==> src/rtl/uart_io_ctrl.sv <==
// rtl/uart_io_ctrl.sv - UART byte bridge: exec writes serialised MSB-first to tx, rx bytes assembled into reads
// Define UART_IO_WQUEUE_EN for the WQ_DEPTH-entry write queue; otherwise a single entry is held until sent.
module uart_io_ctrl #(
  parameter int WQ_DEPTH  = 4,
  parameter int RXQ_DEPTH = 16
) (
  input  logic        clk,
  input  logic        rst,
  input  logic        uart_wenable,
  input  logic [1:0]  uart_wsz,
  input  logic [31:0] uart_wd,
  output logic        uart_wdone,
  input  logic        uart_renable,
  input  logic [1:0]  uart_rsz,
  output logic [31:0] uart_rd,
  output logic        uart_rdone,
  output logic [7:0]  tx_data,
  output logic        tx_valid,
  input  logic        tx_ready,
  input  logic [7:0]  rx_data,
  input  logic        rx_valid,
  output logic        rx_overflow
);

  function automatic logic [1:0] last_idx(input logic [1:0] sz);
    case (sz)
      2'b00:   return 2'd0;
      2'b01:   return 2'd1;
      default: return 2'd3;
    endcase
  endfunction

  logic        head_valid;
  logic [31:0] head_data;
  logic [1:0]  head_last;
  logic [1:0]  tx_bcnt;
  logic [1:0]  byte_sel;
  logic        tx_fire;
  logic        tx_pop;

  assign tx_fire  = head_valid && tx_ready;
  assign tx_pop   = tx_fire && (tx_bcnt == head_last);
  assign byte_sel = head_last - tx_bcnt;
  assign tx_valid = head_valid;

  always_comb begin
    tx_data = 8'h00;
    if (head_valid) begin
      case (byte_sel)
        2'd0:    tx_data = head_data[7:0];
        2'd1:    tx_data = head_data[15:8];
        2'd2:    tx_data = head_data[23:16];
        default: tx_data = head_data[31:24];
      endcase
    end
  end

`ifdef UART_IO_WQUEUE_EN
  localparam int WQ_AW = $clog2(WQ_DEPTH);
  localparam logic [WQ_AW:0] WQ_FULL = (WQ_AW+1)'(WQ_DEPTH);

  logic [31:0]      wq_data [WQ_DEPTH];
  logic [1:0]       wq_last [WQ_DEPTH];
  logic [WQ_AW-1:0] wq_wptr;
  logic [WQ_AW-1:0] wq_rptr;
  logic [WQ_AW:0]   wq_count;
  logic             wq_full;
  logic             wq_push;
  logic [31:0]      push_data;
  logic [1:0]       push_last;
  logic             pend_valid;
  logic [31:0]      pend_data;
  logic [1:0]       pend_last;

  assign head_valid = (wq_count != '0);
  assign head_data  = wq_data[wq_rptr];
  assign head_last  = wq_last[wq_rptr];
  assign wq_full    = (wq_count == WQ_FULL);

  // A parked request has priority; new requests are not issued while one is parked.
  always_comb begin
    wq_push   = 1'b0;
    push_data = uart_wd;
    push_last = last_idx(uart_wsz);
    if (pend_valid) begin
      wq_push   = !wq_full;
      push_data = pend_data;
      push_last = pend_last;
    end else begin
      wq_push = uart_wenable && !wq_full;
    end
  end

  always_ff @(posedge clk) begin
    if (wq_push) begin
      wq_data[wq_wptr] <= push_data;
      wq_last[wq_wptr] <= push_last;
    end
  end

  always_ff @(posedge clk) begin
    if (rst) begin
      wq_wptr    <= '0;
      wq_rptr    <= '0;
      wq_count   <= '0;
      pend_valid <= 1'b0;
      pend_data  <= '0;
      pend_last  <= '0;
      tx_bcnt    <= '0;
      uart_wdone <= 1'b0;
    end else begin
      uart_wdone <= wq_push;
      if (wq_push) wq_wptr <= wq_wptr + 1'b1;
      if (tx_fire) begin
        if (tx_pop) begin
          tx_bcnt <= '0;
          wq_rptr <= wq_rptr + 1'b1;
        end else begin
          tx_bcnt <= tx_bcnt + 2'd1;
        end
      end
      wq_count <= wq_count + (WQ_AW+1)'(wq_push) - (WQ_AW+1)'(tx_pop);
      if (!pend_valid && uart_wenable && wq_full) begin
        pend_valid <= 1'b1;
        pend_data  <= uart_wd;
        pend_last  <= last_idx(uart_wsz);
      end else if (pend_valid && wq_push) begin
        pend_valid <= 1'b0;
      end
    end
  end
`else
  logic        ent_valid;
  logic [31:0] ent_data;
  logic [1:0]  ent_last;
  logic        ent_load;

  assign head_valid = ent_valid;
  assign head_data  = ent_data;
  assign head_last  = ent_last;
  // Queue depth has no meaning here; the term is constant true.
  assign ent_load   = uart_wenable && !ent_valid && (WQ_DEPTH > 0);

  always_ff @(posedge clk) begin
    if (rst) begin
      ent_valid  <= 1'b0;
      ent_data   <= '0;
      ent_last   <= '0;
      tx_bcnt    <= '0;
      uart_wdone <= 1'b0;
    end else begin
      uart_wdone <= tx_pop;
      if (tx_fire) tx_bcnt <= tx_pop ? 2'd0 : tx_bcnt + 2'd1;
      if (ent_load) begin
        ent_valid <= 1'b1;
        ent_data  <= uart_wd;
        ent_last  <= last_idx(uart_wsz);
      end else if (tx_pop) begin
        ent_valid <= 1'b0;
      end
    end
  end
`endif

  localparam int RX_AW = $clog2(RXQ_DEPTH);
  localparam logic [RX_AW:0] RX_FULL = (RX_AW+1)'(RXQ_DEPTH);

  typedef enum logic [1:0] {RD_IDLE, RD_COLLECT, RD_DONE} rd_state_t;

  rd_state_t        rd_state;
  logic [1:0]       rd_cnt;
  logic [1:0]       rd_last;
  logic [23:0]      rd_acc;
  logic [7:0]       rxq_mem [RXQ_DEPTH];
  logic [RX_AW-1:0] rxq_wptr;
  logic [RX_AW-1:0] rxq_rptr;
  logic [RX_AW:0]   rxq_count;
  logic             rxq_full;
  logic             rxq_empty;
  logic             rxq_push;
  logic             rxq_pop;
  logic [7:0]       rxq_head;

  assign rxq_full  = (rxq_count == RX_FULL);
  assign rxq_empty = (rxq_count == '0);
  assign rxq_head  = rxq_mem[rxq_rptr];
  assign rxq_pop   = (rd_state == RD_COLLECT) && !rxq_empty;
  assign rxq_push  = rx_valid && (!rxq_full || rxq_pop);

  always_ff @(posedge clk) begin
    if (rxq_push) rxq_mem[rxq_wptr] <= rx_data;
  end

  always_ff @(posedge clk) begin
    if (rst) begin
      rxq_wptr    <= '0;
      rxq_rptr    <= '0;
      rxq_count   <= '0;
      rx_overflow <= 1'b0;
    end else begin
      if (rxq_push) rxq_wptr <= rxq_wptr + 1'b1;
      if (rxq_pop)  rxq_rptr <= rxq_rptr + 1'b1;
      rxq_count <= rxq_count + (RX_AW+1)'(rxq_push) - (RX_AW+1)'(rxq_pop);
      if (rx_valid && !rxq_push) rx_overflow <= 1'b1;
    end
  end

  // Bytes shift in from the low end so the first byte read ends up most significant.
  always_ff @(posedge clk) begin
    if (rst) begin
      rd_state   <= RD_IDLE;
      rd_cnt     <= '0;
      rd_last    <= '0;
      rd_acc     <= '0;
      uart_rd    <= '0;
      uart_rdone <= 1'b0;
    end else begin
      case (rd_state)
        RD_IDLE: begin
          uart_rdone <= 1'b0;
          if (uart_renable) begin
            rd_last  <= last_idx(uart_rsz);
            rd_cnt   <= '0;
            rd_acc   <= '0;
            rd_state <= RD_COLLECT;
          end
        end
        RD_COLLECT: begin
          if (rxq_pop) begin
            rd_acc <= {rd_acc[15:0], rxq_head};
            rd_cnt <= rd_cnt + 2'd1;
            if (rd_cnt == rd_last) begin
              uart_rd    <= {rd_acc, rxq_head};
              uart_rdone <= 1'b1;
              rd_state   <= RD_DONE;
            end
          end
        end
        RD_DONE: begin
          uart_rdone <= 1'b0;
          rd_state   <= RD_IDLE;
        end
        default: rd_state <= RD_IDLE;
      endcase
    end
  end

endmodule

==> config.mk <==
export PLATFORM = sky130hd
export DESIGN_NAME = uart_io_ctrl
export DESIGN_NICKNAME = d
export VERILOG_FILES = /design/src/rtl/uart_io_ctrl.sv
export SDC_FILE = /design/constraint.sdc
export NUM_CORES = 1
export LEC_CHECK = 0
export ABC_CLOCK_PERIOD_IN_PS = 3400
export BUFFER_PORTS_ARGS = -buffer_cell sky130_fd_sc_hd__buf_2
export CAP_MARGIN = 0
export CORE_MARGIN = 2
export CORE_UTILIZATION = 55
export CTS_BUF_LIST = sky130_fd_sc_hd__clkbuf_16
export DETAILED_ROUTE_END_ITERATION = 8
export GPL_TIMING_DRIVEN = 0
export PLACE_DENSITY = 0.75
export SYNTH_ARGS = -nofsm -noshare
export SYNTH_HDL_FRONTEND = slang
export SYNTH_SLANG_ARGS = --single-unit
==> constraint.sdc <==
create_clock -name clk -period 3.4 [get_ports clk]
set_input_delay 0.51 -clock clk [delete_from_list [all_inputs] [get_ports clk]]
set_output_delay 0.51 -clock clk [all_outputs]
set_load 0.05 [all_outputs]
==> impl_metrics.yaml <==
grt:
  grt_max_degree: 17
  globalRouteTotalUtil: 0.2350
  overflow: 0
  grt_pass1_wl_mm: 32.88
  grt_pass1_vias: 6041
  grt_antenna_before_repair: 0
synth:
  ys_seq_elements: 247
  ys_types: 47
  synth_edf_count: 128
  yosys.area.top_type_share: 0.3960
  ys_seq_area_frac: 0.6415
  synth.top_cells.by_count: "138 x nand2_1, 128 x edfxtp_1, 119 x dfxtp_1"
  synth_nets: 824
  async_flop_share: 0
  yosysTopAreaCell: "edfxtp_1"
  synth_area_per_cell_sq_um: 12.75
  ys_warn_count: 0
  yosys-top-cells-area: "edfxtp_1 40%, dfxtp_1 25%, mux4_2 9.0%, nand2_1 5.3%, a21oi_1 4.6%"
  synth_ff_type: "edfxtp_1"
  synth_area_sq_um: 9706
  synth.most_common_cell: "nand2_1"
  syn_inst: 761
floorplan:
  die_y_um: 136.8
  die_w_um: 136.8
  die_area_sq_um: 18730
  row_count: 48
  initial_core_util: 0.5611
  design.core.area_sq_um: 17300
  ios: 94
detailed_routing:
  routed_wl_mm: 21.79
  drt_iter0_markers: 420
  routed_via_density: 5.697
  dr.pass1.iters: 4
  vias: 6403
  antenna_left: 0
  drc: 0
  wire_per_inst_um: 19.38
clock_network:
  cts-buffers-inserted: 25
  cts_tree: "done"
  ctsRootBufferMaster: "clkbuf_16"
  clock-sinks: 247
  cts_max_level: 1
  clk_pin_slew_ns: 0.06
  clk_latency_ns: 0.53
  holdBufCountCts: 0
  cts_buffer_depth: 3
critical_path:
  path_cells: "inv_1 > ha_1 > nor4b_4 > nand2b_1 > buf_4 > inv_1 > buf_2 > ha_1 > inv_1 > ha_1 > fa_1 > a21oi_1 > nor2_1 > or3_1 > a21oi_1"
  cp-end-kind: "register"
  worstPathArrival_ns: 3.66
  r2r-end: "rxq_count[4]$_SDFF_PP0_"
  start_kind: "register"
  slowest_delay_ns: 0.43
  rrSetupSlack_ns: 0.18
  cp_max_fo: 10
  r2r-start: "rxq_count[2]$_SDFF_PP0_"
  path_class: "register to register"
  crit_family: "adder cells"
  crit_buf_inv: 5
  cp_slowest_cell: "fa_1"
  r2r_cells: 15
  cp.required_ns: 3.84
hold_path:
  hold_path_depth: 3
  hp-class: "input port to register"
  worstHoldStart: "uart_wd[9]"
  min_to: "ent_data[9]$_SDFFE_PP0P_"
flow_run:
  max-cap-violations: 0
sta:
  rsz0062_at_grt: "false"
  fmax_mhz: 310.4
  setup_viol: 0
  fin_tns_setup_ns: 0
  max-slew-margin-rel: 0.1432
  final-max-slew-violation-count: 0
  fin_crit_ns: 3.222
  clock_skew_ns: 0.02005
  hold_viol: 0
  worst_pin_slew_ns: 1.275
  setup_ws_ns: 0.1782
  fin_crit_sh: 0.9476
layout:
  layout-drive-gt1-share: 0.2191
  diodes: 0
  final_area_sq_um: 11220
  nets: 944
  area_growth_syn_to_layout_pct: 15.56
placement:
  dp_slack_ns: 0.06080
  dpl_cell_area_sq_um: 10450
  hpwl_mm: 14.45
  gp_congestion: 0.7939
  port_buffers: 92
status:
  status: "finished clean"
power:
  power.density_nw_per_um2: 655.2
  leakagePower_nw: 4.067
  vdd_drop_max_mv: 0.5378
  power.total_mw: 7.349
[per-layer routing]
layer,up-vias,track usage,wire (um)
li1,3000,-,-
met1,3127,0.3136,9237
met2,228,0.3864,10440
met3,48,0.04593,1451
met4,0,0.08534,653
met5,-,0,0
[state kept, by name (all words and copies together) (netlist names), 2 cells and up, named ones only]
name and flops:
rxq_mem 128, ent_data 32, uart_rd 32, rd_acc 24, rxq_count 5, rxq_rptr 4, rxq_wptr 4, ent_last 2
rd_cnt 2, rd_last 2, rd_state 2, tx_bcnt 2
[worst min-delay path, stage by stage]
cell and delay, ns:
buf_2 0.10, nand2_1 0.04, a21oi_1 0.05
[repair_timing]
action	in CTS	in global routing
endpoints found under the hold margin	0	0
buffers inserted	1	0
resized for setup	0	1
setup endpoints to repair	1	1
[report_power, final]
group	internal, mW	switching [mW]
clock	1.42	1.09
combinational	0.567	0.870
sequential	3.30	0.0990
total	5.29	2.06
[layout make-up]
| class | count | area (sq um) |
|---|---|---|
| clock inverter | 18 | 78.83 |
| buffer | 54 | 275.3 |
| inverter | 14 | 52.55 |
| sequential | 247 | 6226 |
| clock buffer | 27 | 675.6 |
| tap | 225 | 281.5 |
| multi-input combinational | 446 | 3158 |
| fill | 1320 | 6081 |
| timing repair buffer | 93 | 467.9 |
[cells by family after synthesis]
| logic type | share of synthesized area |
|---|---|
| flops | 0.6415 |
| simple gates | 0.1074 |
| compound gates | 0.09153 |
| buf+inv | 0.03378 |
| mux | 0.09475 |
| xor+xnor | 0.01354 |
| fa+ha+maj | 0.01753 |
[worst max path at each step]
| stage | startpoint | to | slack [ns] | cells after the start |
|---|---|---|---|---|
| final | rxq_count[2]$_SDFF_PP0_ | rxq_count[4]$_SDFF_PP0_ | 0.18 | 15 |
| after global routing | rxq_count[3]$_SDFF_PP0_ | rxq_count[4]$_SDFF_PP0_ | 0.02 | 15 |
| after CTS | rxq_count[2]$_SDFF_PP0_ | rxq_count[4]$_SDFF_PP0_ | 0.10 | 13 |
| after detailed placement | rxq_count[2]$_SDFF_PP0_ | rxq_count[4]$_SDFF_PP0_ | 0.06 | 15 |
| after global placement | rxq_count[2]$_SDFF_PP0_ | rxq_count[4]$_SDFF_PP0_ | 0.13 | 15 |
| after floorplan | rxq_count[3]$_SDFF_PP0_ | rxq_count[4]$_SDFF_PP0_ | 0.44 | 15 |
[cells in the final DEF (no fill, tap or decap), drive strengths merged, types with 7 or more instances in the layout]
cell / netlist / layout
nand2: 138 / 138
edfxtp: 128 / 128
dfxtp: 119 / 119
buf: 23 / 116
a21oi: 89 / 89
clkbuf: 31 / 58
mux4: 39 / 39
nor2: 37 / 37
inv: 14 / 21
nand3: 19 / 19
a22oi: 14 / 14
ha: 12 / 12
a211oi: 11 / 11
clkinv: 0 / 10
nor2b: 9 / 9
and2: 9 / 9
xnor2: 8 / 8
xor2: 7 / 7
a31o: 7 / 7
a41o: 7 / 7
[stage by stage]
step | cells | hold WS, ns | util
6_report | 1124 | 0.2374 | 0.6484
5_1_grt | 1124 | 0.2334 | 0.6484
4_1_cts | 1124 | 0.2281 | 0.6481
3_5_place_dp | 1078 | 0.4435 | 0.6040
3_3_place_gp | 1078 | 0.4393 | 0.6040
2_1_floorplan | 761 | 0.4321 | -
Note: power is estimated with default switching activity, not from simulation.
